[config.mk]
export PLATFORM = sky130hd
export DESIGN_NAME = updown_seq_ctrl
export DESIGN_NICKNAME = d
export VERILOG_FILES = /design/src/rtl/updown_seq_ctrl.sv
export SDC_FILE = /design/constraint.sdc
export NUM_CORES = 1
export LEC_CHECK = 0
export CELL_PAD_IN_SITES_DETAIL_PLACEMENT = 1
export CELL_PAD_IN_SITES_GLOBAL_PLACEMENT = 1
export CORE_MARGIN = 2
export CORE_UTILIZATION = 41
export DETAILED_ROUTE_END_ITERATION = 7
export HOLD_SLACK_MARGIN = 0.02
export PLACE_DENSITY = 0.79
export SYNTH_ARGS = -nofsm -noshare
export SYNTH_HDL_FRONTEND = slang
export SYNTH_SLANG_ARGS = --single-unit
[constraint.sdc]
create_clock -name clk -period 2.62 [get_ports clk]
set_input_delay 0.393 -clock clk [delete_from_list [all_inputs] [get_ports clk]]
set_output_delay 0.393 -clock clk [all_outputs]
set_load 0.05 [all_outputs]
[src/rtl/updown_seq_ctrl.sv]
// Up/down sweep sequencer: counts lo->hi, dwells at each end, single or continuous.
// Optional pause input enabled by defining UDSEQ_PAUSE_EN.
module updown_seq_ctrl #(
   parameter int unsigned WIDTH   = 3,
   parameter int unsigned DWELL_W = 4
) (
   input  logic               clk,
   input  logic               rst,
   input  logic               start,
`ifdef UDSEQ_PAUSE_EN
   input  logic               pause,
`endif
   input  logic               stop,
   input  logic [WIDTH-1:0]   lo,
   input  logic [WIDTH-1:0]   hi,
   input  logic [DWELL_W-1:0] dwell,
   input  logic               mode,
   output logic [WIDTH-1:0]   cnt,
   output logic               dir,
   output logic               busy,
   output logic               done,
   output logic               err
);

   typedef enum logic [2:0] {IDLE, UP, TOP_HOLD, DOWN, BOT_HOLD} state_t;

   state_t             state, state_n;
   logic [WIDTH-1:0]   cnt_n, lo_q, lo_n, hi_q, hi_n;
   logic [DWELL_W-1:0] dcnt, dcnt_n, dwell_q, dwell_n;
   logic               mode_q, mode_n, dir_n, busy_n, done_n, err_n;
   logic [WIDTH-1:0]   cnt_inc, cnt_dec, hi_m1, lo_p1;
   logic               pause_c;

`ifdef UDSEQ_PAUSE_EN
   assign pause_c = pause;
`else
   assign pause_c = 1'b0;
`endif

   // Bounds never wrap while busy since cnt stays within [lo, hi]
   assign cnt_inc = cnt + WIDTH'(1);
   assign cnt_dec = cnt - WIDTH'(1);
   assign hi_m1   = hi_q - WIDTH'(1);
   assign lo_p1   = lo_q + WIDTH'(1);

   always_ff @(posedge clk) begin
      if (rst) begin
         state   <= IDLE;
         cnt     <= '0;
         dcnt    <= '0;
         lo_q    <= '0;
         hi_q    <= '0;
         dwell_q <= '0;
         mode_q  <= 1'b0;
         dir     <= 1'b0;
         busy    <= 1'b0;
         done    <= 1'b0;
         err     <= 1'b0;
      end else begin
         state   <= state_n;
         cnt     <= cnt_n;
         dcnt    <= dcnt_n;
         lo_q    <= lo_n;
         hi_q    <= hi_n;
         dwell_q <= dwell_n;
         mode_q  <= mode_n;
         dir     <= dir_n;
         busy    <= busy_n;
         done    <= done_n;
         err     <= err_n;
      end
   end

   always_comb begin
      state_n = state;
      cnt_n   = cnt;
      dcnt_n  = dcnt;
      lo_n    = lo_q;
      hi_n    = hi_q;
      dwell_n = dwell_q;
      mode_n  = mode_q;
      done_n  = 1'b0;
      err_n   = 1'b0;

      case (state)
         IDLE: begin
            if (!stop && start) begin
               if (lo < hi) begin
                  lo_n    = lo;
                  hi_n    = hi;
                  dwell_n = dwell;
                  mode_n  = mode;
                  cnt_n   = lo;
                  state_n = UP;
               end else begin
                  err_n = 1'b1;
               end
            end
         end
         UP: begin
            cnt_n = cnt_inc;
            if (cnt_inc == hi_q) begin
               state_n = TOP_HOLD;
               dcnt_n  = dwell_q;
            end
         end
         TOP_HOLD: begin
            if (dcnt == '0) begin
               cnt_n = hi_m1;
               if (hi_m1 == lo_q) begin
                  state_n = BOT_HOLD;
                  dcnt_n  = dwell_q;
               end else begin
                  state_n = DOWN;
               end
            end else begin
               dcnt_n = dcnt - DWELL_W'(1);
            end
         end
         DOWN: begin
            cnt_n = cnt_dec;
            if (cnt_dec == lo_q) begin
               state_n = BOT_HOLD;
               dcnt_n  = dwell_q;
            end
         end
         BOT_HOLD: begin
            if (dcnt == '0) begin
               if (mode_q) begin
                  state_n = IDLE;
                  done_n  = 1'b1;
               end else begin
                  cnt_n = lo_p1;
                  if (lo_p1 == hi_q) begin
                     state_n = TOP_HOLD;
                     dcnt_n  = dwell_q;
                  end else begin
                     state_n = UP;
                  end
               end
            end else begin
               dcnt_n = dcnt - DWELL_W'(1);
            end
         end
         default: state_n = IDLE;
      endcase

      // Abort beats any natural transition; pause freezes everything in place
      if (state != IDLE) begin
         if (stop) begin
            state_n = IDLE;
            cnt_n   = cnt;
            dcnt_n  = dcnt;
            done_n  = 1'b0;
         end else if (pause_c) begin
            state_n = state;
            cnt_n   = cnt;
            dcnt_n  = dcnt;
            done_n  = 1'b0;
         end
      end

      dir_n  = (state_n == UP) || (state_n == TOP_HOLD);
      busy_n = (state_n != IDLE);
   end

endmodule

Word-level counts from Yosys, hierarchy flattened
Index checks and enable logic that the tools add are counted.
{ "totals": {"regBits": 25, "latchBits": 0, "ramBits": 0, "rom_bits": 0, "output_inout_bits": 7, "word_cells": 75, "mem_count": 0} }
{ "op_classes": {"add_sub_neg": 5, "multipliers": 0, "div_mod_pow": 0, "order_cmp": 1, "eq_ne": 11, "shifts": 0, "muxes": 36, "bitwise": 2, "reduce_logical": 9} }
{ "ops": {"columns": ["operator", "count"], "rows": [
  ["two-way mux 3 bit", 16],
  ["two-way mux 4 bit", 9],
  ["case mux 3 bit (5 select lines)", 2],
  ["case mux 4 bit (4 select lines)", 1],
  ["== test 3 bit", 4],
  ["== test 3 x 2 -> 1 bit, second input constant", 3],
  ["adder 3 x 1 -> 3 bit, second input constant", 2],
  ["== test 3 x 1 -> 1 bit, second input constant", 2],
  ["two-way mux 1 bit", 6],
  ["nonzero test 3 bit", 2],
  ["subtractor 3 x 1 -> 3 bit, second input constant", 2],
  ["logical NOT 4 bit", 1],
  ["two-way mux 2 bit", 2],
  ["subtractor 4 x 1 -> 4 bit, second input constant", 1],
  ["== test 3 bit, second input constant", 1],
  ["logical NOT 3 bit", 1],
  ["< comparator 3 bit", 1],
  ["AND reduction 3 bit", 1],
  ["OR reduction 3 bit", 1],
  ["inequality test 2 bit, second input constant", 1],
  ["NOT 1 bit", 2],
  ["logical AND 1 bit", 1],
  ["logical NOT 1 bit", 1],
  ["logical OR 1 bit", 1]
]} }

Longest topological paths before layout
Gate-level depths: netlist of run 1.
{ "depth": {"depth_word": 10, "mapped_depth": 7, "depth_no_buf": 7} }

Least setup slack after synthesis of run 1
OpenSTA, ideal clock, no wires.
{ "synth_timing": {"path_type": "register to register", "startpoint": "register cnt[0]", "endpoint": "register dcnt[0]", "setup_ps": 117, "t_arrival_ps": 2423, "required_time_ps": 2503, "setup_slack_ps": 79, "stages_incl_launch_ff": 8, "period_less_slack_ps": 2541, "cell_sequence": "dfxtp_1 > inv_1 > ha_1 > xor2_1 > a31oi_1 > a211o_1 > or3_1 > a32o_1"} }
{ "synth_via": {"elab_chain_cells": 6} }
{ "synth_rtl": {"columns": ["item", "line_no", "rtl"], "rows": [
  ["start, declared", "18", "output logic [WIDTH-1:0] cnt,"],
  ["start signal, assigned", "61", "cnt <= cnt_n;"],
  ["subtractor 3 x 1 -> 3 bit / adder 3 x 1 -> 3 bit (equally long branches)", "42, 41", null],
  ["== test 3 bit, on equally long branches", "122, 102", null],
  ["two-way mux 4 bit, on equally long branches", "122, 102", null],
  ["case mux 4 bit (4 select lines) (*)", "85", "case (state)"],
  ["two-way mux 4 bit", "150", "if (stop) begin"],
  ["two-way mux 4 bit (*)", "149", "if (state != IDLE) begin"],
  ["end signal, assigned", "62", "dcnt <= dcnt_n;"],
  ["end, declared", "29", "logic [DWELL_W-1:0] dcnt, dcnt_n, dwell_q, dwell_n;"]
]} }
Every way passes the cells marked *; elsewhere a longest branch is shown, timed or not. The select of a mux whose other input is x is not followed.
A chain may end at the register's enable or synchronous reset.

Worst setup path after layout of run 1
{ "layout_timing": {"startpoint": "register lo_q[0]", "endpoint": "register dcnt[0]"} }
{ "layout_via": {"elab_chain_cells": 8} }
{ "layout_rtl": {"columns": ["item", "line_no", "rtl"], "rows": [
  ["start, declared", "28", "logic [WIDTH-1:0] cnt_n, lo_q, lo_n, hi_q, hi_n;"],
  ["start signal, assigned", "63", "lo_q <= lo_n;"],
  ["adder 3 x 1 -> 3 bit", "44", "assign lo_p1 = lo_q + WIDTH'(1);"],
  ["== test 3 bit", "134", "if (lo_p1 == hi_q) begin"],
  ["two-way mux 4 bit", "134", null],
  ["two-way mux 4 bit", "129", "if (mode_q) begin"],
  ["two-way mux 4 bit", "128", "if (dcnt == '0) begin"],
  ["case mux 4 bit (4 select lines) (*)", "85", null],
  ["two-way mux 4 bit", "150", null],
  ["two-way mux 4 bit (*)", "149", null]
]} }
Marked as above.

==> impl_results.md, run 1 <==
- Pre-Repair DR Iteration Count: 4
- Status: complete, no violations
- First-pass GRT wire length: 7.396 mm
- Max Fclk: about 400 MHz
- Pleak: approximately 0.8 nW
- Htree depth: 1
- Boundary pin count: 22
- Setup bufs post-CTS: 0
- Commonest cells after routing, fill and taps aside: dfxtp_1 (24), nor2_1 (22), clkdlybuf4s50_1 (21)
- Root buf cell: clkbuf_8
- Type of the worst min-delay path: flop to flop
- Placed insts: approximately 260
- CP required: around 2.8 ns
- Sequential power share: 45.0%
- Final-layout fill cell count: 489
- Commonest non-fill, non-tap cell in the layout: dfxtp_1
- Crit Path Class: flop to flop
- Least-Margin Pin Slew: about 0.56 ns
- Die ar.: between 4000 and 5000 um2
- Largest net degree at the start of global routing: 18
- R2r startpoint: lo_q[0]$_SDFFE_PP0P_
- Pwr Total: 0.9449 mW
- Clk network pwr share: between 20% and 30%
- Max stage delay on crit path: around 0.54 ns
- R2r setup slk: roughly 0.14 ns
- Share of layout cells above drive strength 1: 10.55%
- Hold buffers post-CTS: 0
- RR Endpoint: dcnt[0]$_SDFFE_PP0P_
- Seq/Total Area, Yosys: 29.48%
- Rel. slew slack: 62.57%
- Max Root-Sink Buffers: 2
- CTS tree: yes
- Post-synth cell types: ~50
- Finished Layout Cells: 268
- Gr usage total: a little over a fifth
- Num CTS Buffers: 3
- Final Net Count: 241
- Initial antenna violation count: 0
- Worst-case clock skew: 0.005177 ns
- Die Y: just under 70 um
- Final HPWL DP: roughly 3.5 mm
- Initial core utilization: 42.45%
- Maximum fanout along the worst path: 6
- Cell Chain, Critical Path: ha_1, xnor2_1, nand4b_1, a2111o_1, or3_1, a32o_1
- Die Span X: ~68 um
- PnR worst setup slack: approximately 0.14 ns
- Antenna Nets Post-Route: 0
- Post-DR wirelength/cell: approximately 17 um
- Hold depth: 2
- Gpl congestion: around 0.9
- Worst Hold End: dwell_q[1]$_SDFFE_PP0P_
- Net Sw Power: 0.3112 mW
- Synth Flop Type: dfxtp_1
- Crit end category: flop
- Avg Vias per Cell: 5.642
- Setup violators final: 0
- Clock Latency Late Sink: around 0.29 ns
- Power Dens Cells: about 460 nW/um2
- Time the worst path needs with I/O delays and setup: 2.478 ns
- Post-Syn Instances: around 190
- Synthesis-to-finish area growth: 21.22%
- Initial DRC Count: 76
- # DRC: 0
- Inserted Diodes: 0
- CP arrival: 2.66 ns
- Synth Warn #: 0
- Slowest library cell on the worst path: a2111o_1
- Vias: 1512
- Syn Area/Cell: just under 9 um2
- Comb pwr share: about 28%
- Setup_tns: 0 ns
- Post-CTS Resized: 0
- Final Core Density: 51.45%
- Row cnt: 23
- Total Wirelength: 4.576 mm
- Worst vdd ir: between 0.2 and 0.25 mV
- Vias in the first global route: ~1600
- Area of the mapped netlist: ~1700 um2
- Place WS: around 0.12 ns
- Worst reg-to-reg path cell count: 6
- Clock transition at the registers of the reported paths: ~0.1 ns
- Global route overflow: 0
- Min-delay src: dwell_q[1]$_SDFFE_PP0P_
- RSZ-0062 raised after global routing: no
- Ys async rst share: 0%
- CP startpoint kind: flop
- Switch share: between 30% and 40%
- # clock sinks: 25
- Cell-internal power: 0.6337 mW
- Core footprint: between 4000 and 5000 um2
- Synthesized net count: around 220
- Fin. Hold Viols: 0
- Post-synth EDFFs: 0
- Period Utilization, post-route: a little over nine tenths
- Final Max Tran Viols: 0
- Synth Register Bits: 25
- I/O Buffers: 21
- Max-cap violation count: 0
how the worst max path moves through the flow:
stage                     slack, ns  depth (start not counted)              endpoint            startpoint
after global placement         0.21                          7   cnt[2]$_SDFFE_PP0P_                 hi[1]
after global routing           0.07                          6  dcnt[0]$_SDFFE_PP0P_  lo_q[0]$_SDFFE_PP0P_
after floorplan                0.08                          7  dcnt[0]$_SDFFE_PP0P_   cnt[0]$_SDFFE_PP0P_
after CTS                      0.15                          6  dcnt[0]$_SDFFE_PP0P_  lo_q[0]$_SDFFE_PP0P_
final                          0.14                          6  dcnt[0]$_SDFFE_PP0P_  lo_q[0]$_SDFFE_PP0P_
after detailed placement       0.12                          7   cnt[2]$_SDFFE_PP0P_                 hi[1]
routing by layer:
| metal | vias to the layer above | share of wire [%] | GRT usage [%] |
|---|---|---|---|
| met5 | - | 0 | 0 |
| met4 | 0 | 1.6 | 8.500 |
| met3 | 7 | 3.1 | 2.961 |
| met2 | 32 | 49 | 37.01 |
| met1 | 727 | 46 | 27.29 |
| li1 | 746 | - | - |
metrics by stage:
step | instance area, um2 | hold slack [ns]
2_1_floorplan | 1698 | 0.4596
3_3_place_gp | 2008 | 0.4798
3_5_place_dp | 2008 | 0.4993
4_1_cts | 2057 | 0.5230
5_1_grt | 2058 | 0.5385
6_report | 2058 | 0.5150
synth_stat cells (3+ instances only):
cell | n | area [um2]
o21ai_0 | 7 | 35.03
or3_1 | 4 | 25.02
nor2_1 | 22 | 82.58
xnor3_1 | 4 | 90.09
mux2i_1 | 16 | 160.2
buf_2 | 4 | 20.02
xor2_1 | 8 | 70.07
nor3_1 | 10 | 50.05
nand2_1 | 8 | 30.03
a21oi_1 | 7 | 35.03
dfxtp_1 | 25 | 500.5
or3b_2 | 3 | 26.28
xnor2_1 | 4 | 35.03
a31oi_1 | 3 | 18.77
inv_1 | 11 | 41.29
nand3_1 | 6 | 30.03
nor2b_1 | 3 | 18.77
ha_1 | 7 | 87.58
critical path, delay by kind of cell, from the launching register on:
family / cells / cell delay, ns
xor gates and xnor gates: 1 / 0.25
and+or+nand+nor: 2 / 0.55
AOI/OAI and AO/OA: 2 / 0.81
adders and majority gates: 1 / 0.30
DFF: 1 / 0.48
power groups by stage:
stage                     clock network [mW]  registers (mW)  logic (mW)
after floorplan                            0           0.450       0.159
after global placement                     0           0.432       0.258
after detailed placement                   0           0.433       0.266
after CTS                              0.257           0.425       0.268
after global routing                   0.271           0.428       0.291
final                                  0.253           0.425       0.267
kinds of logic after synthesis:
family	share of synthesized area (%)
flip-flops	29.48
buffers and inverters	5.159
AO/OA/AOI/OAI	16.51
adder cells (fa/ha/maj)	5.158
multiplexers	10.10
AND/OR/NAND/NOR	21.15
XOR/XNOR	12.45
cell type report:
class                           instances  area, um2  share of cell area, %
Clock buffer                            3      41.29                  2.006
Clock inverter                          1      7.507                 0.3647
Inverter                               12      45.04                  2.188
Multi-Input combinational cell        147       1110                  53.92
Sequential cell                        25      501.7                  24.38
Tap cell                               50      62.56                  3.040
Timing Repair Buffer                   30      290.3                  14.10
sequential cells by signal, summed over array words and instances (netlist names):
name,flops
state,3
dwell_q,4
err,1
cnt,3
lo_q,3
busy,1
dcnt,4
done,1
mode_q,1
dir,1
hi_q,3
(Power assumes the default switching activity.)
==> run 2, diff against run 1 <==
--- a/config.mk
+++ b/config.mk
@@ -8,10 +8,10 @@
 export CELL_PAD_IN_SITES_DETAIL_PLACEMENT = 1
 export CELL_PAD_IN_SITES_GLOBAL_PLACEMENT = 1
 export CORE_MARGIN = 2
-export CORE_UTILIZATION = 41
+export CORE_UTILIZATION = 45
 export DETAILED_ROUTE_END_ITERATION = 7
 export HOLD_SLACK_MARGIN = 0.02
-export PLACE_DENSITY = 0.79
+export PLACE_DENSITY = 0.86
 export SYNTH_ARGS = -nofsm -noshare
 export SYNTH_HDL_FRONTEND = slang
 export SYNTH_SLANG_ARGS = --single-unit
==> constraint.sdc (replaced) <==
create_clock -name clk -period 2.9 [get_ports clk]
set_input_delay 0.435 -clock clk [delete_from_list [all_inputs] [get_ports clk]]
set_output_delay 0.435 -clock clk [all_outputs]
set_load 0.05 [all_outputs]
==> run 2 against run 1 <==
Routed wire length increased by 7.3%. Largest power group unchanged. First-iteration DRC count down 18%. Final cell count is 2.6% lower. Via count grew 2.4%. Maximum frequency fell by 0.63%. Non-clock buffer count shrank 5. Highest routed layer unchanged.
==> impl_results.md, run 2 (synthesis results as in run 1) <==
- Period Utilization, post-route: a little under nine tenths
- Initial core utilization: roughly 47%
- RR Endpoint: dcnt[0]$_SDFFE_PP0P_
- Slowest library cell on the worst path: dfxtp_1
- Max Fclk: 401.0 MHz
- Htree depth: 1
- Max Root-Sink Buffers: 2
- CP startpoint kind: flop
- Rel. slew slack: between 40% and 50%
- Clock transition at the registers of the reported paths: roughly 0.1 ns
- Share of layout cells above drive strength 1: around 8%
- Power Dens Cells: about 420 nW/um2
- DP Area: around 2000 um2
- Setup bufs post-CTS: 0
- # DRC: 0
- Cell-internal power: between 0.5 and 0.6 mW
- Time the worst path needs with I/O delays and setup: between 2 and 2.5 ns
- Max stage delay on crit path: between 0.4 and 0.5 ns
- Worst reg-to-reg path cell count: 7
- Die Span X: 65.43 um
- Max-cap violation count: 0
- CP required: 3.07 ns
- R2r startpoint: cnt[0]$_SDFFE_PP0P_
- R2r setup slk: 0.41 ns
- Worst vdd ir: 0.2506 mV
- Die ar.: ~4300 um2
- Comb pwr share: between 20 and 30%
- Setup violators final: 0
- Boundary pin count: 22
- I/O Buffers: 21
- Net Sw Power: 0.2777 mW
- Status: complete, no violations
- Initial antenna violation count: 0
- Gpl congestion: between 0.9 and 1
- Clk network pwr share: between 20% and 30%
- WHS: 0.5269 ns
- Pleak: approximately 0.76 nW
- Crit end category: flop
- Fin. Hold Viols: 0
- Core footprint: 3633 um2
- Setup_tns: 0 ns
- Die Y: about 65 um
- Hold depth: 2
- Crit Path Class: flop to flop
- Pre-Repair DR Iteration Count: 4
- Gr usage total: about a quarter
- Worst-case clock skew: 0.001854 ns
- Finished Layout Cells: 261
- Total Wirelength: about 4.9 mm
- Synthesis-to-finish area growth: 18.05%
- Avg Vias per Cell: 5.931
- Least-Margin Pin Slew: 0.7861 ns
- RSZ-0062 raised after global routing: no
- CP arrival: 2.67 ns
- Final-layout fill cell count: approximately 440
- Vias: roughly 1500
- Final HPWL DP: between 3 and 4 mm
- Maximum fanout along the worst path: 9
- Clock Latency Late Sink: ~0.27 ns
- Commonest cells after routing, fill and taps aside: dfxtp_1 (25), nor2_1 (22), clkdlybuf4s50_1 (21)
- Switch share: around a third
- Type of the worst min-delay path: flop to flop
- Antenna Nets Post-Route: 0
- Final Net Count: 236
- Row cnt: 22
- Worst Hold End: dcnt[3]$_SDFFE_PP0P_
- Root buf cell: clkbuf_8
- # clock sinks: 25
- Global route overflow: 0
- Min-delay src: dcnt[3]$_SDFFE_PP0P_
- Post-CTS Resized: 0
- Num CTS Buffers: 3
- Commonest non-fill, non-tap cell in the layout: dfxtp_1
- Final Cell Area: between 2000 and 2500 um2
- Largest net degree at the start of global routing: 21
- Pwr Total: 0.8427 mW
- CTS tree: yes
- Final Max Tran Viols: 0
- Sequential power share: 46.2%
- Hold buffers post-CTS: 0
- Initial DRC Count: 62
- Cell Chain, Critical Path: inv_1, ha_1, xor2_1, a31oi_1, a211o_1, or3_1, a32o_1
- Post-DR wirelength/cell: between 15 and 20 um
- FF/Latch Area: roughly 500 um2
- Placed insts: around 260
- Area of the multi-input gates: approximately 1100 um2
- Vias in the first global route: ~1700
- Top Registers: dcnt x4, dwell_q x4
- Inserted Diodes: 0
- First-pass GRT wire length: 7.955 mm
[run 2: how the worst max path moves through the flow]
stage,startpoint,to,depth (start not counted)
global route,cnt[0]$_SDFFE_PP0P_,dcnt[0]$_SDFFE_PP0P_,7
detailed placement,hi[1],dwell_q[1]$_SDFFE_PP0P_,8
finish,cnt[0]$_SDFFE_PP0P_,dcnt[0]$_SDFFE_PP0P_,7
CTS,cnt[0]$_SDFFE_PP0P_,dcnt[0]$_SDFFE_PP0P_,7
floorplan,cnt[0]$_SDFFE_PP0P_,dcnt[0]$_SDFFE_PP0P_,7
global placement,hi[1],dwell_q[3]$_SDFFE_PP0P_,8
[run 2: power groups by stage]
stage / registers, mW / logic (mW) / clock network (mW)
after floorplan: 0.407 / 0.143 / 0
after global placement: 0.394 / 0.219 / 0
after detailed placement: 0.396 / 0.230 / 0
after CTS: 0.389 / 0.233 / 0.228
after global routing: 0.392 / 0.252 / 0.242
final: 0.389 / 0.233 / 0.220
[run 2: cell type report]
class / instances / area share [%]
clock inverter: 1 / 0.3745
multi-input combinational: 147 / 55.37
sequential: 25 / 24.97
inverter: 12 / 2.247
tap: 48 / 2.996
timing repair buffer: 25 / 11.99
clock buffer: 3 / 2.060
[run 2: metrics by stage]
| step | util (%) | setup WS (ns) |
|---|---|---|
| 2_1_floorplan | - | 0.3592 |
| 4_1_cts | 55.17 | 0.4176 |
| 5_1_grt | 55.17 | 0.2525 |
| 3_3_place_gp | 53.82 | 0.3407 |
| 6_report | 55.17 | 0.4063 |
| 3_5_place_dp | 53.82 | 0.2252 |
[run 2: per-layer routing]
metal | track usage (%) | up-vias | wire [um]
met1 | 27.67 | 773 | 2073
li1 | - | 738 | -
met2 | 46.43 | 33 | 2610
met4 | 8.854 | 0 | 40
met5 | 0 | - | 0
met3 | 2.740 | 4 | 184
[run 2: critical path, delay by kind of cell, from the launching register on]
family / cells / cell delay (ns)
xor+xnor: 1 / 0.23
compound gates: 3 / 0.78
fa+ha+maj: 1 / 0.38
simple gates: 1 / 0.40
flops: 1 / 0.49
buf+inv: 1 / 0.10
==> run 3, diff against run 2 <==
--- a/config.mk
+++ b/config.mk
@@ -5,6 +5,7 @@
 export SDC_FILE = /design/constraint.sdc
 export NUM_CORES = 1
 export LEC_CHECK = 0
+export ABC_CLOCK_PERIOD_IN_PS = 3150
 export CELL_PAD_IN_SITES_DETAIL_PLACEMENT = 1
 export CELL_PAD_IN_SITES_GLOBAL_PLACEMENT = 1
 export CORE_MARGIN = 2
==> constraint.sdc (replaced) <==
create_clock -name clk -period 3.15 [get_ports clk]
set_input_delay 0.4725 -clock clk [delete_from_list [all_inputs] [get_ports clk]]
set_output_delay 0.4725 -clock clk [all_outputs]
set_load 0.05 [all_outputs]
==> run 3 against run 2 <==
Sequential power decreased by 8.2%. Routed wire length decreased by 8.3%. Via count decreased by 2.0%. Register-to-register slack improved by 0.25 ns. Critical path type unchanged. Largest power group unchanged. Highest routed layer unchanged.
==> impl_results.md, run 3 (synthesis results as in run 1) <==
- Fin. Hold Viols: 0
- Least-Margin Pin Slew: 0.8316 ns
- Time the worst path needs with I/O delays and setup: 2.491 ns
- Setup violators final: 0
- Clock Latency Late Sink: around 0.27 ns
- Gpl congestion: roughly 0.89
- # clock sinks: 25
- CP required: 3.31 ns
- Total Wirelength: ~4.5 mm
- I/O Buffers: 21
- Final Cell Area: 1993 um2
- Top Registers: dcnt x4, dwell_q x4
- Period Utilization, post-route: 79.07%
- Final HPWL DP: around 3.3 mm
- RSZ-0062 raised after global routing: no
- Share of layout cells above drive strength 1: 7.075%
- Vias: approximately 1500
- Place WS: 0.4423 ns
- PnR worst setup slack: roughly 0.66 ns
- Inserted Diodes: 0
- Max-cap violation count: 0
- Antenna Nets Post-Route: 0
- WHS: approximately 0.52 ns
- Maximum fanout along the worst path: 9
- CTS tree: yes
- Vias in the first global route: 1600
- Crit Path Class: flop to flop
- CP startpoint kind: flop
- Pre-Repair DR Iteration Count: 4
- Type of the worst min-delay path: flop to flop
- Initial core utilization: 46.73%
- Worst vdd ir: around 0.19 mV
- Crit end category: flop
- Final Net Count: between 200 and 250
- Gr usage total: approximately 23%
- First-pass GRT wire length: roughly 7.7 mm
- Initial DRC Count: 78
- FF/Latch Area: ~500 um2
- Commonest non-fill, non-tap cell in the layout: dfxtp_1
- Power Dens Cells: roughly 390 nW/um2
- Synthesis-to-finish area growth: 17.39%
- Global route overflow: 0
- Die ar.: 4280 um2
- CP arrival: ~2.7 ns
- Setup bufs post-CTS: 0
- Status: complete, no violations
- Hold buffers post-CTS: 0
- Boundary pin count: 22
- DP Area: between 1500 and 2000 um2
- Pleak: roughly 0.76 nW
- Rel. slew slack: between 40 and 50%
- Placed insts: ~260
- Clock transition at the registers of the reported paths: roughly 0.090 ns
- Core footprint: roughly 3600 um2
- Max Fclk: ~400 MHz
- Area of the multi-input gates: 1110 um2
- Largest net degree at the start of global routing: 21
- Worst-case clock skew: 0.01040 ns
- Die Y: between 60 and 70 um
- Root buf cell: clkbuf_8
- Commonest cells after routing, fill and taps aside: dfxtp_1 (25), nor2_1 (22), clkdlybuf4s50_1 (21)
- Htree depth: 1
- Post-DR wirelength/cell: between 15 and 20 um
- Die Span X: between 60 and 70 um
- Post-CTS Resized: 0
- Avg Vias per Cell: 5.835
- Final Max Tran Viols: 0
- Max Root-Sink Buffers: 2
- Setup_tns: 0 ns
- Num CTS Buffers: 3
- Initial antenna violation count: 0
- # DRC: 0
- Row cnt: 22
- Final-layout fill cell count: between 400 and 500
- Finished Layout Cells: 260
==> run 3: changes by cell type in the layout (fill, tap and decap cells not counted) <==
cell / change
buf_4: -1
clkbuf_1: +1
clkinvlp_4: -1
==> run 3: area by class of cell <==
cell class              instances  area share, %
well taps                      48          3.013
multi-input cells             147          55.68
inverters                      12          2.260
clock buffers                   4          2.260
repair buffers                 24          11.68
flip-flops and latches         25          25.11
==> run 3: critical path, stage by stage (launching register included) <==
cell and delay, ns:
dfxtp_1 0.49, inv_1 0.08, ha_1 0.33, xor2_1 0.23
nand3_1 0.16, a211o_1 0.39, or3_1 0.41, a32o_1 0.27
==> run 3: path summary, 6_finish.rpt <==
path	start	to	slack, ns	cells past startpoint
max reg2reg	hi_q[0]$_SDFFE_PP0P_	dcnt[0]$_SDFFE_PP0P_	0.66	7
max	hi_q[0]$_SDFFE_PP0P_	dcnt[0]$_SDFFE_PP0P_	0.66	7
min reg2reg	dcnt[3]$_SDFFE_PP0P_	dcnt[3]$_SDFFE_PP0P_	0.52	2
min	dcnt[3]$_SDFFE_PP0P_	dcnt[3]$_SDFFE_PP0P_	0.52	2
==> run 3: metrics by stage <==
stage / util (%) / power [mW]
5_1_grt: 54.86 / 0.8054
2_1_floorplan: - / 0.5063
6_report: 54.86 / 0.7677
3_3_place_gp: 53.62 / 0.5638
3_5_place_dp: 53.62 / 0.5740
4_1_cts: 54.86 / 0.7695
==> run 3: metal layers <==
layer / routed length [um] / track usage, %
met1: 1933 / 29.18
met2: 2368 / 41.45
met3: 149 / 2.911
met4: 51 / 5.990
met5: 0 / 0
==> run 3: power breakdown <==
part / switching (mW) / internal, mW
Sequential: 0.0258 / 0.332
Combinational: 0.115 / 0.0987
Clock: 0.106 / 0.0906
Total: 0.247 / 0.521
==> edit (config.mk and constraints of run 1) <==
Remove the register `err`: a continuous assignment takes its place, so the output `err` follows one clock earlier.
--- a/src/rtl/updown_seq_ctrl.sv
+++ b/src/rtl/updown_seq_ctrl.sv
@@ -55,7 +55,6 @@
          dir     <= 1'b0;
          busy    <= 1'b0;
          done    <= 1'b0;
-         err     <= 1'b0;
       end else begin
          state   <= state_n;
          cnt     <= cnt_n;
@@ -67,9 +66,10 @@
          dir     <= dir_n;
          busy    <= busy_n;
          done    <= done_n;
-         err     <= err_n;
       end
    end
+
+   assign err = err_n;
 
    always_comb begin
       state_n = state;
Behaviour: not the same (Yosys sat finds a counterexample within 4 cycles, from zero or initial values and one cycle with rst high).
==> edit against run 1 <==
Sequential share of layout area is 1.3 points lower. Synthesized area barely moved. Total power increased by 21%. Clock power rose by 32%. Maximum frequency rose by 0.38%. Routed wire length increased by 6.7%. Design area up 0.97%. Sequential cell count is 1 lower. Setup slack improved by 0.0094 ns. Core utilization rose by 0.50 points. Worst hold slack got worse by 0.011 ns. Largest cell class unchanged.
==> edit: results (changes against run 1) <==
Status
  • Status: finished clean

Power
  • Clk pwr share: 29.1% (+2.3 points)
  • Comb group: 395 uW (+48%)
  • P_leak: 0.792 nW (-0.22%)
  • Net switching power figure: 376 uW (+21%)

Placement
  • GPL Wtd Cong: 0.842 (-5.6%)
  • DP Worst Slack: 0.0712 ns (-0.0496 ns)
  • Placed cell areas: 2010 um2 (about the same)

Yosys
  • Post-synthesis sequential area ratio: 28.3% (-1.2 points)
  • Post-synth top cells: nor2_1, dfxtp_1, mux2i_1
  • Mapped Cells: 199 (+3.1%)
  • Synth unique cells: 47 (-7.8%)
  • Top post-synthesis cells by area: dfxtp_1, mux2i_1, nor2_1

Clocking
  • Clk_lat worst skew: 0.27 ns (-0.02 ns)

Timing
  • Normalized max-slew margin: 62.7% (+0.18 points)

Detailed routing
  • DRT iter0 DRCs: 65 (-14%)
  • Total vias in the final route: 1555 (+2.8%)
  • Post-DR vias/cell: 5.70 (+0.96%)

Worst setup path
  • CP peak stage delay: 0.41 ns (-0.13 ns)

Layout
  • Share of cells above drive strength 1: 9.87% (-0.68 points)
  • Fill count: 474 (-3.1%)
  • Fin util: 52.0% (+0.50 points)
  • Final #Nets: 246 (+2.1%)

Global routing
  • First-pass GRT wire length: 7870 um (+6.4%)
  • Global-route usage over all layers: 23.5% (+1.9 points)
edit: per-layer routing:
metal,routed length [um],global-route usage (%),up-vias,part of all wire (%)
li1,-,-,751,-
met1,2120,27.0,762,43
met2,2510,42.2,32,51
met3,136,3.78,10,2.8
met4,113,11.0,0,2.3
met5,0,0,-,0
edit: final cells by class:
type,count,area share [%]
clock buffers,3,1.99
clock inverters,1,1.44
inverters,12,2.17
multi-input cells,151,53.7
flip-flops and latches,24,23.1
well taps,50,3.01
repair buffers,32,14.6
edit: cell families after synthesis:
family | synth area share [%]
compound gates | 17.4
xor+xnor | 12.6
fa+ha+maj | 5.15
buf+inv | 6.33
flops | 28.3
mux | 9.43
simple gates | 20.8
edit: final timing paths:
check                           startpoint    endpoint  slack, ns  cells past startpoint
worst min-delay path            dwell_q[0]  dwell_q[0]       0.50                      2
worst min register to register  dwell_q[0]  dwell_q[0]       0.50                      2
worst max register to register      cnt[1]     dcnt[3]       0.15                      8
worst max-delay path                cnt[1]     dcnt[3]       0.15                      8
